**src/rtl/mms_pkg.sv**
```systemverilog
// Shared definitions for the streaming max/min tracker.
package mms_pkg;

  localparam int unsigned DATA_W_DEFAULT  = 8;
  localparam int unsigned MAX_LEN_DEFAULT = 16;

  // Selection mode encoding, shared with the parallel 4-number selector.
  localparam logic SEL_MAX = 1'b0;
  localparam logic SEL_MIN = 1'b1;

  typedef enum logic [1:0] {
    IDLE = 2'd0,
    ACC  = 2'd1,
    OUT  = 2'd2
  } state_e;

endpackage

```
**src/rtl/mms_cmp_sel.sv**
```systemverilog
// One compare/select stage: decides whether a candidate displaces the current best.
module mms_cmp_sel
  import mms_pkg::*;
#(
  parameter int unsigned DATA_W = DATA_W_DEFAULT
) (
  input  logic              mode_i,
  input  logic [DATA_W-1:0] best_i,
  input  logic [DATA_W-1:0] cand_i,
  output logic              replace_o,
  output logic [DATA_W-1:0] sel_o
);

  // Strict unsigned compare so ties keep the incumbent (earlier beat).
  always_comb begin
    replace_o = 1'b0;
    case (mode_i)
      SEL_MAX: replace_o = (cand_i > best_i);
      SEL_MIN: replace_o = (cand_i < best_i);
      default: replace_o = 1'b0;
    endcase
    sel_o = replace_o ? cand_i : best_i;
  end

endmodule

```
**src/rtl/mms_stream_tracker.sv**
```systemverilog
// Streaming max/min tracker: per frame reports the extreme value, its position and the frame length.
module mms_stream_tracker
  import mms_pkg::*;
#(
  parameter  int unsigned DATA_W  = DATA_W_DEFAULT,
  parameter  int unsigned MAX_LEN = MAX_LEN_DEFAULT,
  localparam int unsigned IDX_W   = (MAX_LEN > 1) ? $clog2(MAX_LEN) : 1,
  localparam int unsigned CNT_W   = $clog2(MAX_LEN + 1)
) (
  input  logic              clk,
  input  logic              rst_n,
  input  logic              select,
  input  logic              in_valid,
  output logic              in_ready,
  input  logic [DATA_W-1:0] in_data,
  input  logic              in_last,
  output logic              out_valid,
  input  logic              out_ready,
  output logic [DATA_W-1:0] out_result,
  output logic [IDX_W-1:0]  out_index,
  output logic [CNT_W-1:0]  out_count
);

  state_e              state_q, state_d;
  logic                mode_q;
  logic [DATA_W-1:0]   best_q;
  logic [IDX_W-1:0]    idx_q;
  logic [CNT_W-1:0]    cnt_q;

  logic                in_ready_q, in_ready_d;
  logic                out_valid_q, out_valid_d;
  logic [DATA_W-1:0]   out_result_q;
  logic [IDX_W-1:0]    out_index_q;
  logic [CNT_W-1:0]    out_count_q;

  logic                accept_c;
  logic                first_c;
  logic                term_c;
  logic                load_out_c;
  logic                replace_c;
  logic [DATA_W-1:0]   cmp_sel_c;
  logic [DATA_W-1:0]   best_d;
  logic [IDX_W-1:0]    idx_d;
  logic [CNT_W-1:0]    cnt_d;

  assign accept_c = in_valid && in_ready_q;
  assign first_c  = (state_q == IDLE);

  mms_cmp_sel #(
    .DATA_W (DATA_W)
  ) u_cmp_sel (
    .mode_i    (mode_q),
    .best_i    (best_q),
    .cand_i    (in_data),
    .replace_o (replace_c),
    .sel_o     (cmp_sel_c)
  );

  // Running best/index/count after folding in the beat currently offered.
  always_comb begin
    best_d = best_q;
    idx_d  = idx_q;
    cnt_d  = cnt_q;
    if (first_c) begin
      best_d = in_data;
      idx_d  = '0;
      cnt_d  = CNT_W'(1);
    end else begin
      best_d = cmp_sel_c;
      idx_d  = replace_c ? IDX_W'(cnt_q) : idx_q;
      cnt_d  = cnt_q + CNT_W'(1);
    end
    term_c = in_last || (cnt_d == CNT_W'(MAX_LEN));
  end

  // State register.
  always_ff @(posedge clk or negedge rst_n) begin
    if (!rst_n) begin
      state_q <= IDLE;
    end else begin
      state_q <= state_d;
    end
  end

  // Next-state logic.
  always_comb begin
    state_d = state_q;
    case (state_q)
      IDLE: begin
        if (accept_c) begin
          state_d = term_c ? OUT : ACC;
        end
      end
      ACC: begin
        if (accept_c && term_c) begin
          state_d = OUT;
        end
      end
      OUT: begin
        if (out_valid_q && out_ready) begin
          state_d = IDLE;
        end
      end
      default: state_d = IDLE;
    endcase
  end

  // Output decode; handshake flags are registered so they follow the next state.
  always_comb begin
    in_ready_d  = (state_d != OUT);
    out_valid_d = (state_d == OUT);
    load_out_c  = accept_c && term_c;
  end

  // Handshake flag registers; in_ready stays low while reset is asserted.
  always_ff @(posedge clk or negedge rst_n) begin
    if (!rst_n) begin
      in_ready_q  <= 1'b0;
      out_valid_q <= 1'b0;
    end else begin
      in_ready_q  <= in_ready_d;
      out_valid_q <= out_valid_d;
    end
  end

  // Accumulator registers; mode is captured only on the first beat of a frame.
  always_ff @(posedge clk or negedge rst_n) begin
    if (!rst_n) begin
      mode_q <= SEL_MAX;
      best_q <= '0;
      idx_q  <= '0;
      cnt_q  <= '0;
    end else if (accept_c) begin
      if (first_c) begin
        mode_q <= select;
      end
      best_q <= best_d;
      idx_q  <= idx_d;
      cnt_q  <= cnt_d;
    end
  end

  // Result registers, loaded by the terminating beat and held until the next frame ends.
  always_ff @(posedge clk or negedge rst_n) begin
    if (!rst_n) begin
      out_result_q <= '0;
      out_index_q  <= '0;
      out_count_q  <= '0;
    end else if (load_out_c) begin
      out_result_q <= best_d;
      out_index_q  <= idx_d;
      out_count_q  <= cnt_d;
    end
  end

  assign in_ready   = in_ready_q;
  assign out_valid  = out_valid_q;
  assign out_result = out_result_q;
  assign out_index  = out_index_q;
  assign out_count  = out_count_q;

endmodule

```
**config.mk**
```make
export PLATFORM = sky130hd
export DESIGN_NAME = mms_stream_tracker
export DESIGN_NICKNAME = d
export VERILOG_FILES = /design/src/rtl/mms_pkg.sv /design/src/rtl/mms_cmp_sel.sv /design/src/rtl/mms_stream_tracker.sv
export SDC_FILE = /design/constraint.sdc
export NUM_CORES = 1
export LEC_CHECK = 0
export ABC_AREA = 1
export CAP_MARGIN = 20
export CELL_PAD_IN_SITES_DETAIL_PLACEMENT = 1
export CELL_PAD_IN_SITES_GLOBAL_PLACEMENT = 1
export CORE_MARGIN = 2
export CORE_UTILIZATION = 42
export DETAILED_ROUTE_END_ITERATION = 6
export PLACE_DENSITY_LB_ADDON = 0.1
export SLEW_MARGIN = 20
export SYNTH_ARGS = -nofsm -noshare
export SYNTH_HDL_FRONTEND = slang
export SYNTH_SLANG_ARGS = --single-unit
```
**constraint.sdc**
```tcl
create_clock -name clk -period 5 [get_ports clk]
set_input_delay 1.25 -clock clk [delete_from_list [all_inputs] [get_ports clk]]
set_output_delay 1.25 -clock clk [all_outputs]
set_load 0.05 [all_outputs]
```
Word level (Yosys, flattened, before mapping):

Cells that the tools add are included.

* input port bits: 14
* output and inout port bits: 19
* bits in registers: 39

* reduce and logical (&&, ||, !) cells: 6
* $lt $le $gt $ge: 2
* bitwise logic cells: 1
* eq/ne operators: 5
* add/sub/neg operators: 1
* muxes and demuxes: 11

Operators by type and width (number)
* $mux W8: 2
* $gt A8 B8 Y1: 1
* $lt A8 B8 Y1: 1
* $mux W2: 4
* $mux W4: 2
* $pmux W2 S3: 1
* $add A5 B1 Y5 const B: 1
* $eq A5 B5 Y1 const B: 1
* $mux W5: 1
* $eq A2 B2 Y1 const B: 2
* $logic_and A1 B1 Y1: 3
* $eq A2 B1 Y1 const B: 1
* $logic_not A2 Y1: 1
* $ne A2 B2 Y1 const B: 1
* $pmux W1 S2: 1
* $reduce_and A2 Y1: 1
* $logic_or A1 B1 Y1: 1
* $not A1 Y1: 1

Depth between registers and ports, before layout:

* word-level depth: 8
* depth in mapped cells: 15
* depth with buffers taken out: 15

Hierarchy:

From an unflattened synthesis, not the netlist that was laid out.

* cell total of the unflattened synthesis: 249
* area total of the unflattened synthesis: 2149.6 µm²

By module, submodules not included
* mms_stream_tracker: cells an instance 184, seq. area each 975.9 µm², instances 1, area each 1762.9 µm²
* mms_cmp_sel: cells an instance 65, seq. area each 0.0 µm², instances 1, area each 386.6 µm²

Worst setup path before layout:

OpenSTA, ideal clock, no wires.

* kind: input to register
* start point: in in_data[7]
* end point: reg best_q[2]
* setup slack: 2.461 ns
* required time: 4.882 ns
* stages: 9
* data arrival time: 2.421 ns
* setup time: 0.118 ns
* cells stage by stage: ha_1 a21o_1 nor2_1 nand2_1 nand2_1 buf_2 nand4_1 nand3_1 nand2_1

* cells in the longest elaborated chain, start to end: 4
* elaborated cells on any way between the ends: 5
* classes of those cells: 2 x order compare; 3 x mux

RTL lines
* start, declared: RTL line mms_stream_tracker.sv:15 `input logic [DATA_W-1:0] in_data,`
* $lt A8 B8 Y1 / $gt A8 B8 Y1 (equally long branches): RTL line mms_cmp_sel.sv:19, mms_cmp_sel.sv:18
* $pmux W1 S2 (*): RTL line mms_cmp_sel.sv:17 `case (mode_i)`
* $mux W8 (*): RTL line mms_cmp_sel.sv:22 `sel_o = replace_o ? cand_i : best_i;`
* $mux W8 (*): RTL line mms_stream_tracker.sv:64 `if (first_c) begin`
* end signal, assigned: RTL line mms_stream_tracker.sv:137 `best_q <= best_d;`
* end, declared: RTL line mms_stream_tracker.sv:26 `logic [DATA_W-1:0] best_q;`

Mark *: on every way between the ends. The rest lies on a longest branch, timed or not.
A chain may end at the register's enable or synchronous reset.

Worst setup path in the final report:

* start point: in in_data[1]
* end point: reg out_index_q[0] (netlist: out_index[0])

* cells in the longest elaborated chain, start to end: 4
* elaborated cells on any way between the ends: 5
* classes of those cells: 2 x order compare; 3 x mux

RTL lines
* $lt A8 B8 Y1 / $gt A8 B8 Y1 (equally long branches): RTL line mms_cmp_sel.sv:19, mms_cmp_sel.sv:18
* $pmux W1 S2 (*): RTL line mms_cmp_sel.sv:17
* $mux W4 (*): RTL line mms_stream_tracker.sv:70 `idx_d = replace_c ? IDX_W'(cnt_q) : idx_q;`
* $mux W4 (*): RTL line mms_stream_tracker.sv:64
* end signal, assigned: RTL line mms_stream_tracker.sv:151 `out_index_q <= idx_d;`
* end, declared: RTL line mms_stream_tracker.sv:33 `logic [IDX_W-1:0] out_index_q;`

Marks and branches as above.

==> results.yml <==
outcome:
  status: "complete, no violations"
synth:
  yosysWarnings: 0
  synthDistinctLibCells: 25
  synth-seq-cells: 39
  synth_nets: 280
  synth.avg_cell_area_um2: 8.05
  yosysSeqAreaShare_pct: 47.2
  syn_inst: 257
  netlist_area_um2: 2070
clocking:
  numCtsBuffers: 5
  clkSinkCount: 39
  cts_resized: 0
  cts_root_buffer: "clkbuf_8"
  post_cts_buffers: 0
  h-tree-depth: 2
  cts_tree: "yes"
  clk_latency_ns: 0.30
  ctsLongestPathBuffers: 2
  postCtsHoldBufs: 0
  clk_pin_slew_ns: 0.08
sta:
  fmax_mhz: 287
  slew_viol_final: 0
  maxSlewHeadroom_pct: 40.8
  hold_viol: 0
  finalSetupViolCount: 0
  worst_pin_slew_ns: 0.888
  rsz0062_at_grt: "false"
  skew_ns: 0.00619
  fin_tns_setup_ns: 0
  finalCritPeriodShare_pct: 69.7
  setup_slack_ns: 1.51
  finalWorstPathRequiredPeriod_ns: 3.49
detailed_routing:
  viasPerCell: 5.06
  wl_per_cell_um: 14.6
  drcViolationCount: 0
  routed_wl_um: 5170
  postRouteAntennaNets: 0
  vias: 1796
  dr.pass1.iters: 4
  drtIter0Drc: 62
final_layout:
  layout.nets: 310
  area_growth_pct: 22.9
  final_common_cell: "nand2_1"
  final_cell_mix: "nand2_1 (100), dfrtp_1 (39), clkdlybuf4s50_1 (31)"
  drive_above_1_share_pct: 7.99
  antennaDiodeCount: 0
global_routing:
  track_usage_pct: 21.6
  met3_usage_pct: 4.07
  grt_pass1_wl_um: 9000
  use_met1_pct: 28.9
  grt_pass1_vias: 1876
  grt_busiest_layer: "met2"
  antenna_found_initial: 0
  gr-total-overflow: 0
  gr-usage-met2_pct: 35.4
  grt_max_degree: 40
run:
  drv_cap: 0
setup_path:
  cp_max_fo: 14
  reg2reg_depth: 9
  critPathKind: "in2reg"
  worstSetupStartpointType: "input port"
  critPathCaptureType: "register"
  cp.arrival_ns: 3.67
  crit_required_ns: 5.19
placement:
  detailed_place_hpwl_um: 3530
  place_ws_ns: 1.23
  gp_congestion: 0.766
  port_buffers: 32
floorplanning:
  core_area_um2: 4720
  die_w_um: 74.2
  initial_utilization_pct: 43.8
  die_h_um: 74.2
  core.rowCount: 25
  top_level_ports: 33
  dieArea_um2: 5500
power_and_ir_drop:
  vdd_drop_max_mv: 0.280
  p_per_area_nw_per_um2: 700
  leakagePower_nw: 1.31
hold_path:
  hp-class: "reg2reg"
  min_path_cells: 2
Yosys cell counts, drive strengths merged:
cell type	instances	area share, %
nand2	103	19
dfrtp	39	47
nand3	33	8.7
inv	26	4.7
nand4	10	3.8
ha	9	5.4
a21oi	8	2.8
nor2	8	1.8
o21ai	7	1.7
buf	6	2.5
clkbuf	4	0.73
a21o	1	0.36
mux2	1	0.54
nand3b	1	0.36
or2	1	0.30
path summary, 6_finish.rpt:
kind | startpoint | endpoint | slack, ns
min in group asynchronous | rst_n | best_q[1]$_DFFE_PN0P_ | 1.07
worst max register to register | best_q[7]$_DFFE_PN0P_ | out_index[0]$_DFFE_PN0P_ | 2.49
max in group asynchronous | rst_n | out_result[3]$_DFFE_PN0P_ | 3.37
worst min register to register | best_q[3]$_DFFE_PN0P_ | best_q[3]$_DFFE_PN0P_ | 0.48
worst max-delay path | in_data[1] | out_index[0]$_DFFE_PN0P_ | 1.51
worst min-delay path | best_q[3]$_DFFE_PN0P_ | best_q[3]$_DFFE_PN0P_ | 0.48
metal layers:
layer  routed length [um]  share of wire, %
met1                 2540                49
met2                 2400                46
met3                  176               3.4
met4                   60               1.2
met5                    0                 0
report_power, final:
group	internal, W	leakage [nW]	switching, W	total, W
Clock	0.000200	0.0654	0.000114	0.000314
Sequential	0.000445	0.499	0.0000847	0.000530
Combinational	0.000286	0.741	0.000649	0.000935
cell families after synthesis:
family,Yosys count,share of synthesized area (%)
flip-flops,39,47.2
adder cells (fa/ha/maj),9,5.44
AND/OR/NAND/NOR,156,34.0
AO/OA/AOI/OAI,16,4.90
buffers and inverters,36,7.92
multiplexers,1,0.544
area by class of cell:
type	instances	area [um^2]
fillers	578	2180
multi-input cells	182	928
clock inverters	2	60.1
inverters	26	97.6
repair buffers	33	323
flip-flops and latches	39	976
clock buffers	6	72.6
well taps	67	83.8
worst max-delay path, stage by stage:
cell	delay, ns
clkdlybuf4s50_1	0.44
ha_1	0.33
nand2_1	0.08
nand2_1	0.07
nand2_1	0.06
nand2_1	0.06
nand2_1	0.08
nand3_1	0.42
nand3_1	0.54
nand2_1	0.15
nand3_1	0.13
nand2_1	0.06
sequential cells by signal (all words and copies together) (netlist names):
register    cells
best_q          8
out_result      8
cnt_q           5
out_count       5
idx_q           4
out_index       4
state_q         2
in_ready        1
mode_q          1
out_valid       1
through the flow:
step | power [W] | util (%) | hold slack, ns | instances | instance area (um^2)
floorplan | 0.00120 | - | 0.440 | 257 | 2070
global placement | 0.00144 | 51.0 | 0.454 | 347 | 2410
detailed placement | 0.00147 | 51.0 | 0.465 | 347 | 2410
CTS | 0.00180 | 53.8 | 0.485 | 355 | 2540
global route | 0.00192 | 53.8 | 0.505 | 355 | 2540
finish | 0.00178 | 53.8 | 0.480 | 355 | 2540
Note: power is estimated with default switching activity, not from simulation.
==> patch 1 (config.mk and constraints unchanged) <==
Set the package constant `MAX_LEN_DEFAULT` to 32 (it was 16).
--- a/src/rtl/mms_pkg.sv
+++ b/src/rtl/mms_pkg.sv
@@ -4,3 +4,3 @@
   localparam int unsigned DATA_W_DEFAULT  = 8;
-  localparam int unsigned MAX_LEN_DEFAULT = 16;
+  localparam int unsigned MAX_LEN_DEFAULT = 32;
 
Ports: changed (resized out_count and out_index); port bits go from 33 to 35. The function was not compared with the original's and may differ.
==> patch 1 against the original RTL <==
- worst setup slack gained 0.29 ns
- power increased by 3.6%
- critical endpoint is now best_q[1]$_DFFE_PN0P_
- highest routed layer unchanged
- sequential cell count up 4
- area after synthesis increased by 17%
- cell area up 13%
- critical path depth rose by 1
- wire length is 13% higher
- utilization is 2.0 points lower
- synthesized cell count rose by 12%
==> patch 1: results (changes against the original RTL) <==
Synth
The proportion of netlist area held by the largest area contributor was 44.6% (-2.6 points). Sorting the synthesized cells by area gives the leading types as sky130_fd_sc_hd__dfrtp_1, sky130_fd_sc_hd__nand2_1, sky130_fd_sc_hd__ha_1, sky130_fd_sc_hd__nand2_2, sky130_fd_sc_hd__nand3_1. Counting instances in the post-synthesis netlist gives the leading cell types as sky130_fd_sc_hd__nand2_1, sky130_fd_sc_hd__dfrtp_1, sky130_fd_sc_hd__nand3_1.

The net count after synthesis was 310 (+11%). The count of cell types in the netlist is 26 (+4.0%).

Finish
The number of nets in the final layout was 344 (+11%). The layout filler cell count is 687 (+19%).

Power and ir drop
The highest ir drop seen on vdd is 295 µV (+5.2%). The static power due to leakage was 1.44 nW (+10%).

Worst setup path
The critical path data arrival time came to 3.38 ns (-0.29 ns). The worst reg2reg path depth came to 13 (+4). The largest fanout on the critical path came to 15 (+1).

Place
The count of buffers from port buffering came to 34 (+6.3%). The final HPWL from detailed placement is 4.04 mm (+15%). The weighted congestion reported at the end of routability-driven placement is 0.734 (-4.2%). The setup slack after placement was 1.50 ns (+0.268 ns).

Outcome
The run finished with clean final reports.

Global route
The total track usage is 20.3% (-1.3 points). The global-route wire length before repair was 9.96 mm (+11%). The pin count of the biggest net entering global routing came to 44 (+10%). The via count of the first global-routing pass is 2,068 (+10%).

Drt
The met3 routed wirelength is 212 µm (+20%). The average routed wire per standard cell is 14.9 µm (+2.0%). The total met2 wirelength after detailed routing is 2.77 mm (+16%). The starting DRC count in detailed routing was 86 (+39%).

Timing
The final worst clock skew was 0.00468 ns (-0.00151 ns).
## patch 1: changes by cell type after synthesis, sizes merged, moves of 2 or more
cell	unedited run	this run
dfrtp	39	43
o21ai	7	11
buf	6	8
inv	26	22
nand2	103	134
nand3	33	23
nor2	8	12
## patch 1: layout make-up
| type | count | area share (%) |
|---|---|---|
| clock buffer | 8 | 3.49 |
| tap | 72 | 3.14 |
| sequential | 43 | 37.5 |
| timing repair buffer | 38 | 12.8 |
| multi-input combinational | 210 | 40.1 |
| inverter | 23 | 3.01 |
## patch 1: cell families (layout without fill, tap and decap cells)
kind of cell | count (synthesis) | in the layout | synth area share (%)
AOI/OAI and AO/OA | 21 | 21 | 6.48
DFF | 43 | 43 | 44.6
buffers and inverters | 34 | 69 | 7.73
and+or+nand+nor | 180 | 180 | 36.5
adders and majority gates | 9 | 9 | 4.67
## patch 1: per-stage QoR
| stage | std cells | instance area (µm²) |
|---|---|---|
| 2_1_floorplan | 287 | 2410 |
| 3_3_place_gp | 386 | 2770 |
| 3_5_place_dp | 386 | 2770 |
| 4_1_cts | 394 | 2870 |
| 5_1_grt | 394 | 2870 |
| 6_report | 394 | 2870 |
## patch 1: worst paths after layout
kind | startpoint | to | slack [ns]
setup reg to reg | best_q[5]$_DFFE_PN0P_ | best_q[1]$_DFFE_PN0P_ | 2.77
min in group asynchronous | rst_n | out_result[0]$_DFFE_PN0P_ | 0.94
hold / removal | idx_q[0]$_DFFE_PN0P_ | idx_q[0]$_DFFE_PN0P_ | 0.48
hold reg to reg | idx_q[0]$_DFFE_PN0P_ | idx_q[0]$_DFFE_PN0P_ | 0.48
max in group asynchronous | rst_n | cnt_q[4]$_DFFE_PN0P_ | 3.66
setup / recovery | in_data[5] | best_q[1]$_DFFE_PN0P_ | 1.81
## patch 1: report_power, final
part	switching (mW)	internal, mW	leakage, nW
Clock	0.119	0.126	0.0515
Combinational	0.680	0.324	0.826
Sequential	0.119	0.475	0.560
## patch 1: worst max-delay path, stage by stage
cell and delay (ns):
sky130_fd_sc_hd__clkdlybuf4s50_1 0.42, sky130_fd_sc_hd__ha_1 0.32, sky130_fd_sc_hd__a21oi_1 0.17, sky130_fd_sc_hd__nor2_1 0.05, sky130_fd_sc_hd__nor2_1 0.13, sky130_fd_sc_hd__nand2_1 0.08
sky130_fd_sc_hd__nand2_1 0.06, sky130_fd_sc_hd__buf_4 0.21, sky130_fd_sc_hd__nand3_1 0.31, sky130_fd_sc_hd__nand2_1 0.16, sky130_fd_sc_hd__nand2_1 0.09, sky130_fd_sc_hd__nand2_1 0.08
sky130_fd_sc_hd__nand2_1 0.05
## patch 1: per-layer routing
metal	global-route usage (%)	vias to the layer above
li1	-	974
met1	27.8	993
met2	33.3	42
met3	3.73	6
met4	4.92	0
met5	0	-
==> patch 2 (config.mk and constraints unchanged) <==
Made on the original files. Reset style: synchronous (`rst_n`), changed in 4 clocked blocks.
--- a/src/rtl/mms_stream_tracker.sv
+++ b/src/rtl/mms_stream_tracker.sv
@@ -76,3 +76,3 @@
   // State register.
-  always_ff @(posedge clk or negedge rst_n) begin
+  always_ff @(posedge clk) begin
     if (!rst_n) begin
@@ -115,3 +115,3 @@
   // Handshake flag registers; in_ready stays low while reset is asserted.
-  always_ff @(posedge clk or negedge rst_n) begin
+  always_ff @(posedge clk) begin
     if (!rst_n) begin
@@ -126,3 +126,3 @@
   // Accumulator registers; mode is captured only on the first beat of a frame.
-  always_ff @(posedge clk or negedge rst_n) begin
+  always_ff @(posedge clk) begin
     if (!rst_n) begin
@@ -143,3 +143,3 @@
   // Result registers, loaded by the terminating beat and held until the next frame ends.
-  always_ff @(posedge clk or negedge rst_n) begin
+  always_ff @(posedge clk) begin
     if (!rst_n) begin
Formal check against the unedited RTL: differs if rst_n is asserted again (counterexample within 4 cycles, from zero or initial values and one cycle with rst_n low); with rst_n held inactive, the same outputs for 10 cycles.
==> patch 2 against the original RTL <==
- cell area decreased by 0.79%
- area after synthesis increased by 0.18%
- sequential cell count unchanged
- die area increased by 0.16%
- worst setup slack improved by 0.23 ns
- synthesized cell count increased by 15%
- wire length increased by 4.2%
- global-route usage increased by 0.42 points
- critical endpoint is now out_result[1]$_SDFFE_PN0P_
Power is not compared: it rests on default switching activity, and its combinational part moved more than twofold at a synthesized area within 25%.
==> patch 2: results (changes against the original RTL) <==
Outcome
The flow ran to the end, and the final reports show no timing, DRC or antenna violations.

Synth
The register area share after synthesis is 37.7% (-9.5 points). By area the synthesized netlist is led by sky130_fd_sc_hd__dfxtp_1, sky130_fd_sc_hd__nand2_1, sky130_fd_sc_hd__inv_1, sky130_fd_sc_hd__nand3_1, sky130_fd_sc_hd__a21oi_1. The proportion of register bits with asynchronous set or reset after synthesis was 0% (-100 points).

The count of cell types in the netlist is 28 (+12%). Counting instances in the post-synthesis netlist gives the leading cell types as sky130_fd_sc_hd__nand2_1, sky130_fd_sc_hd__inv_1, sky130_fd_sc_hd__dfxtp_1. The net count after synthesis is 318 (+14%).

Finish
The number of nets in the final layout is 347 (+12%). The combined flip-flop and latch cell area is 781 µm² (-20%). The number of non-clock inverters is 57 (+120%). The final-layout clock buffer total was 7 (+1). The final-layout clock-cell area share was 4.12% (-1.1 points). The ratio of cells with drive above 1 in the final layout was 9.54% (+1.6 points). The area of the multi-input gates came to 998 µm² (+7.5%).

The layout filler cell count is 640 (+11%). The count of multi-input combinational gates is 187 (+2.7%). The layout buffering overhead excluding clock cells is 13.3% (+0.60 points).

Worst setup path
The critical path's largest stage delay is 0.45 ns (-0.09 ns). The setup slack of the most critical reg-to-reg path is 2.77 ns (+0.28 ns). The launch point of the worst reg-to-reg path is best_q[7]$_SDFFE_PN0P_. The critical path data arrival time is 3.51 ns (-0.16 ns). The endpoint identified for the worst register-to-register timing path is out_result[1]$_SDFFE_PN0P_. The critical path startpoint is in_data[7].

The cell with the largest stage delay on the worst path is sky130_fd_sc_hd__clkdlybuf4s50_1. The worst reg2reg path depth is 10 (+1).

Global route
The met1 capacity usage during global routing is 28.9% (-0.032 points). The met2 routing resource usage after global routing came to 36.9% (+1.5 points). The pin count of the biggest net entering global routing was 27 (-33%). The via count of the first global-routing pass is 1,896 (+1.1%). The total track usage is 22.0% (+0.42 points).

The fraction of met3 tracks used by global routing is 5.28% (+1.2 points).

Place
The weighted congestion reported at the end of routability-driven placement is 0.744 (-3.0%). The cell area after placement was 2420 µm² (+0.36%). The final HPWL from detailed placement is 3.71 mm (+5.3%). The count of buffers from port buffering is 32 (unchanged).

Die
The core footprint is 4750 µm² (+0.66%).

Worst hold path
The endpoint with the worst hold slack is out_count[3]$_SDFFE_PN0P_. The worst hold path begins at out_count[3]$_SDFFE_PN0P_.

Drt
The average routed wire per standard cell is 13.7 µm (-5.7%). The per-cell via count in the routed design was 4.95 (-2.2%). The starting DRC count in detailed routing is 69 (+11%).

Power and ir drop
The analysis attributes to cell leakage a power of 1.14 nW.

Timing
The actual slew at the worst max-slew pin is 0.582 ns (-0.307 ns). The final worst clock skew came to 0.00838 ns (+0.00219 ns).
[patch 2: metrics by stage]
step	utilization [%]	hold WS (ns)	std cells	setup slack, ns
2_1_floorplan	-	0.450	295	2.44
3_3_place_gp	50.8	0.465	384	1.49
3_5_place_dp	50.8	0.479	384	1.43
4_1_cts	53.0	0.491	392	1.74
5_1_grt	53.0	0.511	392	1.53
6_report	53.0	0.490	392	1.74
[patch 2: metal layers]
layer	vias to the layer above	wire length [µm]
met5	-	0
met4	0	59
met3	6	224
met2	34	2640
met1	906	2460
li1	993	-
[patch 2: logic make-up (layout without fill, tap and decap cells)]
group / count (synthesis) / count (layout) / share of synthesized area (%)
AO/OA/AOI/OAI: 47 / 47 / 13.0
XOR/XNOR: 1 / 1 / 0.785
adder cells (fa/ha/maj): 9 / 9 / 5.43
buffers and inverters: 69 / 99 / 14.1
flip-flops: 39 / 39 / 37.7
AND/OR/NAND/NOR: 130 / 130 / 29.0
